`src/rtl/sntrup_pkg.sv`:
```
// Shared constants, ternary codes and encoder state type for the small-polynomial encoder.
package sntrup_pkg;

   localparam int P      = 757;
   localparam int W      = 286;
   localparam int NBYTES = (P + 3) / 4;

   // Wide enough to hold a coefficient index or weight count up to P
   localparam int KW = 10;

   localparam logic [1:0] TERN_NEG  = 2'd0;
   localparam logic [1:0] TERN_ZERO = 2'd1;
   localparam logic [1:0] TERN_POS  = 2'd2;

   typedef enum logic [1:0] {
      ST_IDLE,
      ST_FETCH,
      ST_EMIT,
      ST_FIN
   } enc_state_e;

endpackage

```
`src/rtl/small_tern_map.sv`:
```
// Maps one DW-bit two's-complement coefficient to its 2-bit ternary code, flagging
// anything outside {-1,0,1} (those map to the zero code).
module small_tern_map
   import sntrup_pkg::*;
#(
   parameter int DW = 13
) (
   input  logic [DW-1:0] coef_i,
   output logic [1:0]    code_o,
   output logic          err_o
);

   always_comb begin
      code_o = TERN_ZERO;
      err_o  = 1'b0;
      if (coef_i == DW'(1)) begin
         code_o = TERN_POS;
      end else if (coef_i == '0) begin
         code_o = TERN_ZERO;
      end else if (coef_i == '1) begin
         code_o = TERN_NEG;
      end else begin
         err_o = 1'b1;
      end
   end

endmodule

```
`src/rtl/small_encode.sv`:
```
// Reads P ternary coefficients back from memory and packs four per byte onto a
// valid/ready stream. Optional weight check enabled by SMALL_ENCODE_WEIGHT_CHECK_EN.
module small_encode
   import sntrup_pkg::*;
#(
   parameter int AW = 11,
   parameter int DW = 13,
   parameter logic [AW-1:0] BASE_ADDR = '0
) (
   input  logic          clk,
   input  logic          rst,
   input  logic          start,
   output logic [AW-1:0] mem_address_o,
   input  logic [DW-1:0] mem_output,
   output logic [7:0]    out_byte,
   output logic          out_valid,
   input  logic          out_ready,
   output logic          out_last,
   output logic          busy,
   output logic          done,
   output logic          coef_err,
   output logic          weight_ok
);

   enc_state_e    state_q, state_d;
   logic [KW-1:0] k_q, k_d;
   logic [2:0]    j_q, j_d;
   logic [AW-1:0] addr_q, addr_d;
   logic [7:0]    slots_q, slots_d;
   logic          coefErr_q, coefErr_d;

   logic [KW-1:0] remaining;
   logic [2:0]    groupN;
   logic          lastGroup;
   logic          capture;
   logic [2:0]    jMinus1;
   logic [1:0]    mapCode;
   logic          mapErr;

   small_tern_map #(.DW(DW)) u_map (
      .coef_i (mem_output),
      .code_o (mapCode),
      .err_o  (mapErr)
   );

   // Group size is min(4, P-k); read data for slot j arrives while j_q == j+1
   assign remaining = KW'(P) - k_q;
   assign groupN    = (remaining >= KW'(4)) ? 3'd4 : remaining[2:0];
   assign lastGroup = (remaining <= KW'(4));
   assign capture   = (state_q == ST_FETCH) && (j_q != 3'd0);
   assign jMinus1   = j_q - 3'd1;

   // Next-state and stream handshake; addresses are registered so they hold outside FETCH
   always_comb begin
      state_d   = state_q;
      k_d       = k_q;
      j_d       = j_q;
      addr_d    = addr_q;
      slots_d   = slots_q;
      coefErr_d = coefErr_q;
      out_valid = 1'b0;
      out_last  = 1'b0;
      done      = 1'b0;
      busy      = 1'b0;
      case (state_q)
         ST_IDLE: begin
            if (start) begin
               state_d   = ST_FETCH;
               k_d       = '0;
               j_d       = 3'd0;
               addr_d    = BASE_ADDR;
               slots_d   = '0;
               coefErr_d = 1'b0;
            end
         end
         ST_FETCH: begin
            busy = 1'b1;
            if (capture) begin
               slots_d[{jMinus1[1:0], 1'b0} +: 2] = mapCode;
               if (mapErr) begin
                  coefErr_d = 1'b1;
               end
            end
            if (j_q == groupN) begin
               state_d = ST_EMIT;
            end else begin
               j_d = j_q + 3'd1;
               if ((j_q + 3'd1) < groupN) begin
                  addr_d = addr_q + 1'b1;
               end
            end
         end
         ST_EMIT: begin
            busy      = 1'b1;
            out_valid = 1'b1;
            out_last  = lastGroup;
            if (out_ready) begin
               k_d = k_q + KW'(groupN);
               if (lastGroup) begin
                  state_d = ST_FIN;
               end else begin
                  state_d = ST_FETCH;
                  j_d     = 3'd0;
                  slots_d = '0;
                  addr_d  = BASE_ADDR + AW'(k_q + KW'(groupN));
               end
            end
         end
         ST_FIN: begin
            done    = 1'b1;
            state_d = ST_IDLE;
         end
         default: state_d = ST_IDLE;
      endcase
   end

   always_ff @(posedge clk or posedge rst) begin
      if (rst) begin
         state_q   <= ST_IDLE;
         k_q       <= '0;
         j_q       <= '0;
         addr_q    <= '0;
         slots_q   <= '0;
         coefErr_q <= 1'b0;
      end else begin
         state_q   <= state_d;
         k_q       <= k_d;
         j_q       <= j_d;
         addr_q    <= addr_d;
         slots_q   <= slots_d;
         coefErr_q <= coefErr_d;
      end
   end

   assign mem_address_o = addr_q;
   assign out_byte      = slots_q;
   assign coef_err      = coefErr_q;

`ifdef SMALL_ENCODE_WEIGHT_CHECK_EN
   logic [KW-1:0] weightCnt_q, weightCnt_d;
   logic          weightOk_q, weightOk_d;
   logic          xferLast;

   assign xferLast = (state_q == ST_EMIT) && out_ready && lastGroup;

   // The count is complete once the last group is captured, so it is judged on the final transfer
   always_comb begin
      weightCnt_d = weightCnt_q;
      weightOk_d  = weightOk_q;
      if ((state_q == ST_IDLE) && start) begin
         weightCnt_d = '0;
      end else if (capture && !mapErr && (mapCode != TERN_ZERO)) begin
         weightCnt_d = weightCnt_q + 1'b1;
      end
      if (xferLast) begin
         weightOk_d = (weightCnt_q == KW'(W));
      end
   end

   always_ff @(posedge clk or posedge rst) begin
      if (rst) begin
         weightCnt_q <= '0;
         weightOk_q  <= 1'b1;
      end else begin
         weightCnt_q <= weightCnt_d;
         weightOk_q  <= weightOk_d;
      end
   end

   assign weight_ok = weightOk_q;
`else
   assign weight_ok = 1'b1;
`endif

endmodule

```
`config.mk`:
```
export PLATFORM = sky130hd
export DESIGN_NAME = small_encode
export DESIGN_NICKNAME = d
export VERILOG_FILES = /design/src/rtl/sntrup_pkg.sv /design/src/rtl/small_tern_map.sv /design/src/rtl/small_encode.sv
export SDC_FILE = /design/constraint.sdc
export NUM_CORES = 1
export LEC_CHECK = 0
export BUFFER_PORTS_ARGS = -buffer_cell sky130_fd_sc_hd__buf_2
export CORE_UTILIZATION = 50
export CTS_CLUSTER_DIAMETER = 40
export DETAILED_ROUTE_END_ITERATION = 6
export HOLD_SLACK_MARGIN = 0.02
export PLACE_DENSITY = 0.8
export SLEW_MARGIN = 0
export SYNTH_ARGS = -nofsm -noshare
export SYNTH_HDL_FRONTEND = slang
export SYNTH_SLANG_ARGS = --single-unit
```
`constraint.sdc`:
```
create_clock -name clk -period 3.6 [get_ports clk]
set_input_delay 0.72 -clock clk [delete_from_list [all_inputs] [get_ports clk]]
set_output_delay 0.72 -clock clk [all_outputs]
set_load 0.1 [all_outputs]
```
==> out/qor.yml, run 1 <==
global_routing:
  grt_pass1_wl_mm: 11.4
  antenna_found_initial: 0
  grt_overflow: 0
  grt_max_degree: 19
  grtUsageTotal_pct: 27.2
  grt_pass1_vias: 2349
cts:
  clkTransAtPathRegs_ns: 0.07
  cts_buffer_depth: 2
  root_buffer: "clkbuf_8"
  tritoncts: "built"
  clk_latency_ns: 0.30
  cts_buffers: 5
  cts_hold_buf: 0
  htreeDepth: 2
  clock-sinks: 35
outcome:
  status: "finished clean"
synthesis:
  syn_area_um2: 2670
  ys_ff_latch: 35
  seq_area_frac_synth_pct: 32.9
  synthCells: 318
  yosysWarnings: 0
  syn_nets: 351
  synth.distinct_cells: 55
  synth_enable_flop_cells: 0
  synth_async_sr_flop_share_pct: 100
  avgSynthCellArea_um2: 8.38
  synthFlopType: "dfrtp_1"
power:
  p_per_area_nw_per_um2: 684
  p_leak_nw: 1.53
  ir_drop_mv: 0.509
  total_power_mw: 2.14
cells_and_area:
  syn_to_final_growth_pct: 17.4
  drive_above_1_share_pct: 24.4
  mostFrequentLayoutCell: "buf_2"
  diodes: 0
  finalInstanceArea_um2: 3130
  nets: 401
  mostFrequentLayoutCells: "40 x buf_2, 35 x dfrtp_1, 34 x nand2_1"
critical_path:
  endpoint_kind: "flip-flop"
  crit_fanout: 8
  worstSetupPathType: "reg2reg"
  worst_setup_path_start_kind: "flip-flop"
  rrSetupSlack_ns: 0.19
  cp.arrival_ns: 3.59
  worstPathRequired_ns: 3.78
route:
  wire_per_inst_um: 15.7
  first_pass_iters: 5
  avgViaCountPerCell: 5.91
  vias: 2593
  routed_wl_mm: 6.88
  postRouteAntennaNets: 0
  drc: 0
  dr.first_iter.drc_count: 136
sta:
  hold_viol: 0
  fin_crit_ns: 3.41
  clock.fmax_mhz: 293
  drv_slew: 0
  setup_viol: 0
  tightest_slew_ns: 0.674
  finalClockSkew_ns: 0.00407
  finalCritPeriodShare_pct: 94.8
  setup_slack_ns: 0.187
  slew_headroom_pct: 55.0
placement:
  place_area_um2: 2990
  gp_congestion: 0.909
  dp.final_hpwl_mm: 5.07
  io_buffers: 40
  dp_slack_ns: -0.0245
floorplan:
  core_um2: 5110
  start_util_pct: 52.2
  rows: 26
  fp.dieW_um: 75.0
  die_area_um2: 5630
  fp.dieH_um: 75.0
  num_io_pins: 42
run:
  drv_cap: 0
hold_path:
  hp-class: "reg2reg"
-- report_power, final --
| group | switching, mW | internal (mW) |
|---|---|---|
| Clock | 0.152 | 0.132 |
| Combinational | 0.939 | 0.391 |
| Sequential | 0.0730 | 0.452 |
-- cells in the mapped netlist, types with 5 or more instances --
cell type	n	area [um2]
or3_1	5	31.3
nand2_1	34	128
mux2_2	8	90.1
o21ai_0	30	150
a21oi_1	10	50.1
nor3_1	8	40.0
nor2_1	28	105
dfrtp_1	35	876
clkbuf_1	6	22.5
xor2_1	7	61.3
buf_2	5	25.0
nand3_1	18	90.1
ha_1	16	200
inv_1	14	52.6
a21o_1	5	37.5
nand4_1	7	43.8
-- sequential cells by signal, indices dropped and copies added, names as in the netlist --
| register | cells |
|---|---|
| mem_address_o | 11 |
| k_q | 10 |
| out_byte | 8 |
| j_q | 3 |
| state_q | 2 |
| coef_err | 1 |
-- critical path, cell delays in order (launching register included) --
cell	delay [ns]
dfrtp_1	0.39
ha_1	0.24
nor2_1	0.10
o21ai_1	0.10
a2111oi_2	0.41
nand2_1	0.16
nor2_1	0.12
ha_1	0.26
or4_1	0.44
nor3_2	0.27
nor4b_4	0.12
o21ai_4	0.25
nor3_2	0.08
or3_1	0.36
-- final timing paths --
kind / start / end / cells past startpoint
setup / recovery: k_q[1] / mem_address_o[8] / 13
min in group asynchronous: rst / mem_address_o[0] / 2
hold / removal: out_byte[2] / out_byte[2] / 1
setup reg to reg: k_q[1] / mem_address_o[8] / 13
max in group asynchronous: rst / k_q[2] / 3
hold reg to reg: out_byte[2] / out_byte[2] / 1
-- per-stage QoR --
stage | setup TNS, ns | utilization (%) | cells | hold WS (ns)
final | 0 | 61.3 | 439 | 0.500
after global placement | 0 | 58.5 | 428 | 0.484
after floorplan | 0 | - | 318 | 0.494
after detailed placement | -0.0310 | 58.5 | 428 | 0.490
after CTS | 0 | 60.5 | 436 | 0.507
after global routing | -0.0984 | 61.3 | 439 | 0.524
-- logic make-up (layout without fill, tap and decap cells) --
family          count (synthesis)  count (layout)  share of synthesized area [%]
xor+xnor                       11              11                           3.61
compound gates                 81              81                           20.6
flops                          35              35                           32.9
buf+inv                        29              80                           5.16
other cells                     2               2                          0.282
simple gates                  134             134                           25.8
mux                            10              10                           4.13
fa+ha+maj                      16              16                           7.51
-- timing repair --
item,4_1_cts,5_1_grt
gates resized for setup,3,4
pin swaps,0,3
setup endpoints to repair,4,11
setup buffers,0,3
cloned,0,0
-- area by class of cell --
cell class | instances | area [um2]
fill | 455 | 1980
sequential | 35 | 876
tap | 70 | 87.6
multi-input combinational | 254 | 1690
clock inverter | 3 | 15.0
timing repair buffer | 58 | 339
inverter | 14 | 52.6
clock buffer | 5 | 68.8
-- metal layers --
metal / up-vias / GRT usage (%) / wire (um)
li1: 1251 / - / -
met1: 1237 / 35.4 / 3020
met2: 90 / 44.6 / 3370
met3: 15 / 5.35 / 354
met4: 0 / 10.9 / 137
met5: - / 0 / 0
(Power assumes the default switching activity.)
==> inputs of run 2 (changes only) <==
--- a/config.mk
+++ b/config.mk
@@ -10,6 +10,7 @@
 export CTS_CLUSTER_DIAMETER = 40
 export DETAILED_ROUTE_END_ITERATION = 6
 export HOLD_SLACK_MARGIN = 0.02
+export MAX_ROUTING_LAYER = met4
 export PLACE_DENSITY = 0.8
 export SLEW_MARGIN = 0
 export SYNTH_ARGS = -nofsm -noshare
==> run 2 against run 1 <==
  * First-iteration DRC count grew 24%
  * Register-to-register slack is essentially flat
  * Design area grew 0.40%
  * Flip-flop and latch count is the same
  * Sequential power is essentially flat
  * Critical path type unchanged
  * Highest routed layer unchanged
==> out/qor.yml, run 2 (same netlist as run 1, synthesis figures left out) <==
critical_path:
  cp.arrival_ns: 3.58
  worst_setup_path_start_kind: "flip-flop"
  reg2reg_to: "mem_address_o[8]"
  cp_cell_sequence: "ha_1 -> nor2_1 -> o21ai_1 -> a2111oi_2 -> nand2_1 -> nor2_1 -> ha_1 -> or4_1 -> nor3_2 -> nor4b_4 -> o21ai_4 -> nor3_2 -> or3_1"
  worstPathRequired_ns: 3.76
  slowest_delay_ns: 0.44
  rr_startpoint: "k_q[1]"
  worstSetupPathType: "reg2reg"
  crit_fanout: 8
  worst_path_max_delay_cell: "or4_1"
  rrSetupSlack_ns: 0.18
  endpoint_kind: "flip-flop"
  worstRegToRegCells: 13
cts:
  tritoncts: "built"
  clkTransAtPathRegs_ns: 0.07
  cts_buffer_depth: 2
  cts_hold_buf: 0
  htreeDepth: 2
  root_buffer: "clkbuf_8"
  cts_buffers: 5
  clock-sinks: 35
  clk_latency_ns: 0.29
cells_and_area:
  syn_to_final_growth_pct: 17.9
  diodes: 0
  drive_above_1_share_pct: 24.0
  nets: 399
  mostFrequentLayoutCell: "buf_2"
  finalNonFillerCells: 437
  largest_reg_flops: 11
  mostFrequentLayoutCells: "40 x buf_2, 35 x dfrtp_1, 34 x nand2_1"
sta:
  setup_viol: 0
  clock.fmax_mhz: 293
  finalClockSkew_ns: 0.00731
  hold_viol: 0
  slew_headroom_pct: 52.8
  drv_slew: 0
  finalCritPeriodShare_pct: 94.9
  fin_crit_ns: 3.42
  tightest_slew_ns: 0.708
  holdWs_ns: 0.501
  setup_tns_ns: 0
  setup_slack_ns: 0.183
hold_path:
  min_from: "out_byte[3]"
  hold_path_end: "out_byte[3]"
  hold_depth: 1
  hp-class: "reg2reg"
floorplan:
  fp.dieW_um: 75.0
  fp.dieH_um: 75.0
  start_util_pct: 52.2
  rows: 26
  die_area_um2: 5630
  core_um2: 5110
  num_io_pins: 42
placement:
  dp.final_hpwl_mm: 5.15
  gp_congestion: 0.915
  dp_cells: 426
  io_buffers: 40
  dp_slack_ns: -0.0283
run:
  drv_cap: 0
global_routing:
  grtUsageTotal_pct: 27.9
  grt_pass1_wl_mm: 11.4
  antenna_found_initial: 0
  grt_pass1_vias: 2387
  grt_max_degree: 19
  grt_overflow: 0
route:
  drc: 0
  routed_wl_mm: 6.93
  postRouteAntennaNets: 0
  avgViaCountPerCell: 6.09
  vias: 2660
  wire_per_inst_um: 15.8
  first_pass_iters: 5
  dr.first_iter.drc_count: 169
power:
  ir_drop_mv: 0.541
  p_leak_nw: 1.51
  p_per_area_nw_per_um2: 710
  total_power_mw: 2.23
outcome:
  status: "finished clean"
run 2: cell types whose count changed in the layout (fill, tap and decap cells not counted):
cell,change
buf_4,-2
bufinv_16,+1
clkbuf_8,+1
clkinv_2,-2
nor3_2,+1
nor3_4,-1
o21ai_0,+1
o21ai_1,-1
run 2: stage by stage:
| step | utilization, % | area (um2) |
|---|---|---|
| floorplan | - | 2670 |
| global placement | 58.2 | 2970 |
| detailed placement | 58.2 | 2970 |
| CTS | 60.9 | 3110 |
| global route | 61.5 | 3140 |
| finish | 61.5 | 3140 |
run 2: worst max path at each step:
stage          startpoint                end  slack [ns]  cells after the start
5_1_grt            k_q[1]   mem_address_o[5]       -0.04                     16
6_report           k_q[1]   mem_address_o[8]        0.18                     13
2_1_floorplan      k_q[1]  mem_address_o[10]        0.03                     16
4_1_cts            k_q[1]   mem_address_o[8]        0.03                     13
3_5_place_dp       k_q[1]   mem_address_o[8]       -0.03                     13
3_3_place_gp       k_q[1]   mem_address_o[5]        0.07                     16
run 2: area by class of cell:
type	instances	area [um2]
fillers	432	1970
multi-input cells	254	1680
well taps	70	87.6
clock buffers	6	82.6
repair buffers	56	324
inverters	14	52.6
flip-flops and latches	35	876
clock inverters	2	35.0
run 2: critical path: cells and delay by family, from the launching register on:
kind	cells	cell delay [ns]
adders and majority gates	2	0.50
and+or+nand+nor	8	1.64
DFF	1	0.39
AOI/OAI and AO/OA	3	0.76
run 2: routing by layer:
metal / track usage, % / vias up / wire, um
met2: 47.2 / 110 / 3440
li1: - / 1246 / -
met3: 4.28 / 14 / 412
met5: - / - / 0
met4: 8.81 / 0 / 133
met1: 34.2 / 1290 / 2940
run 2: report_power, final:
group / internal, mW / switching (mW)
registers: 0.452 / 0.0741
clock network: 0.224 / 0.148
logic: 0.386 / 0.945
run 2: what timing repair did:
item                                    4_1_cts  5_1_grt
pin swaps                                     0        3
gates resized for setup                       3        2
endpoints found under the setup margin        2       10
setup buffers                                 0        3
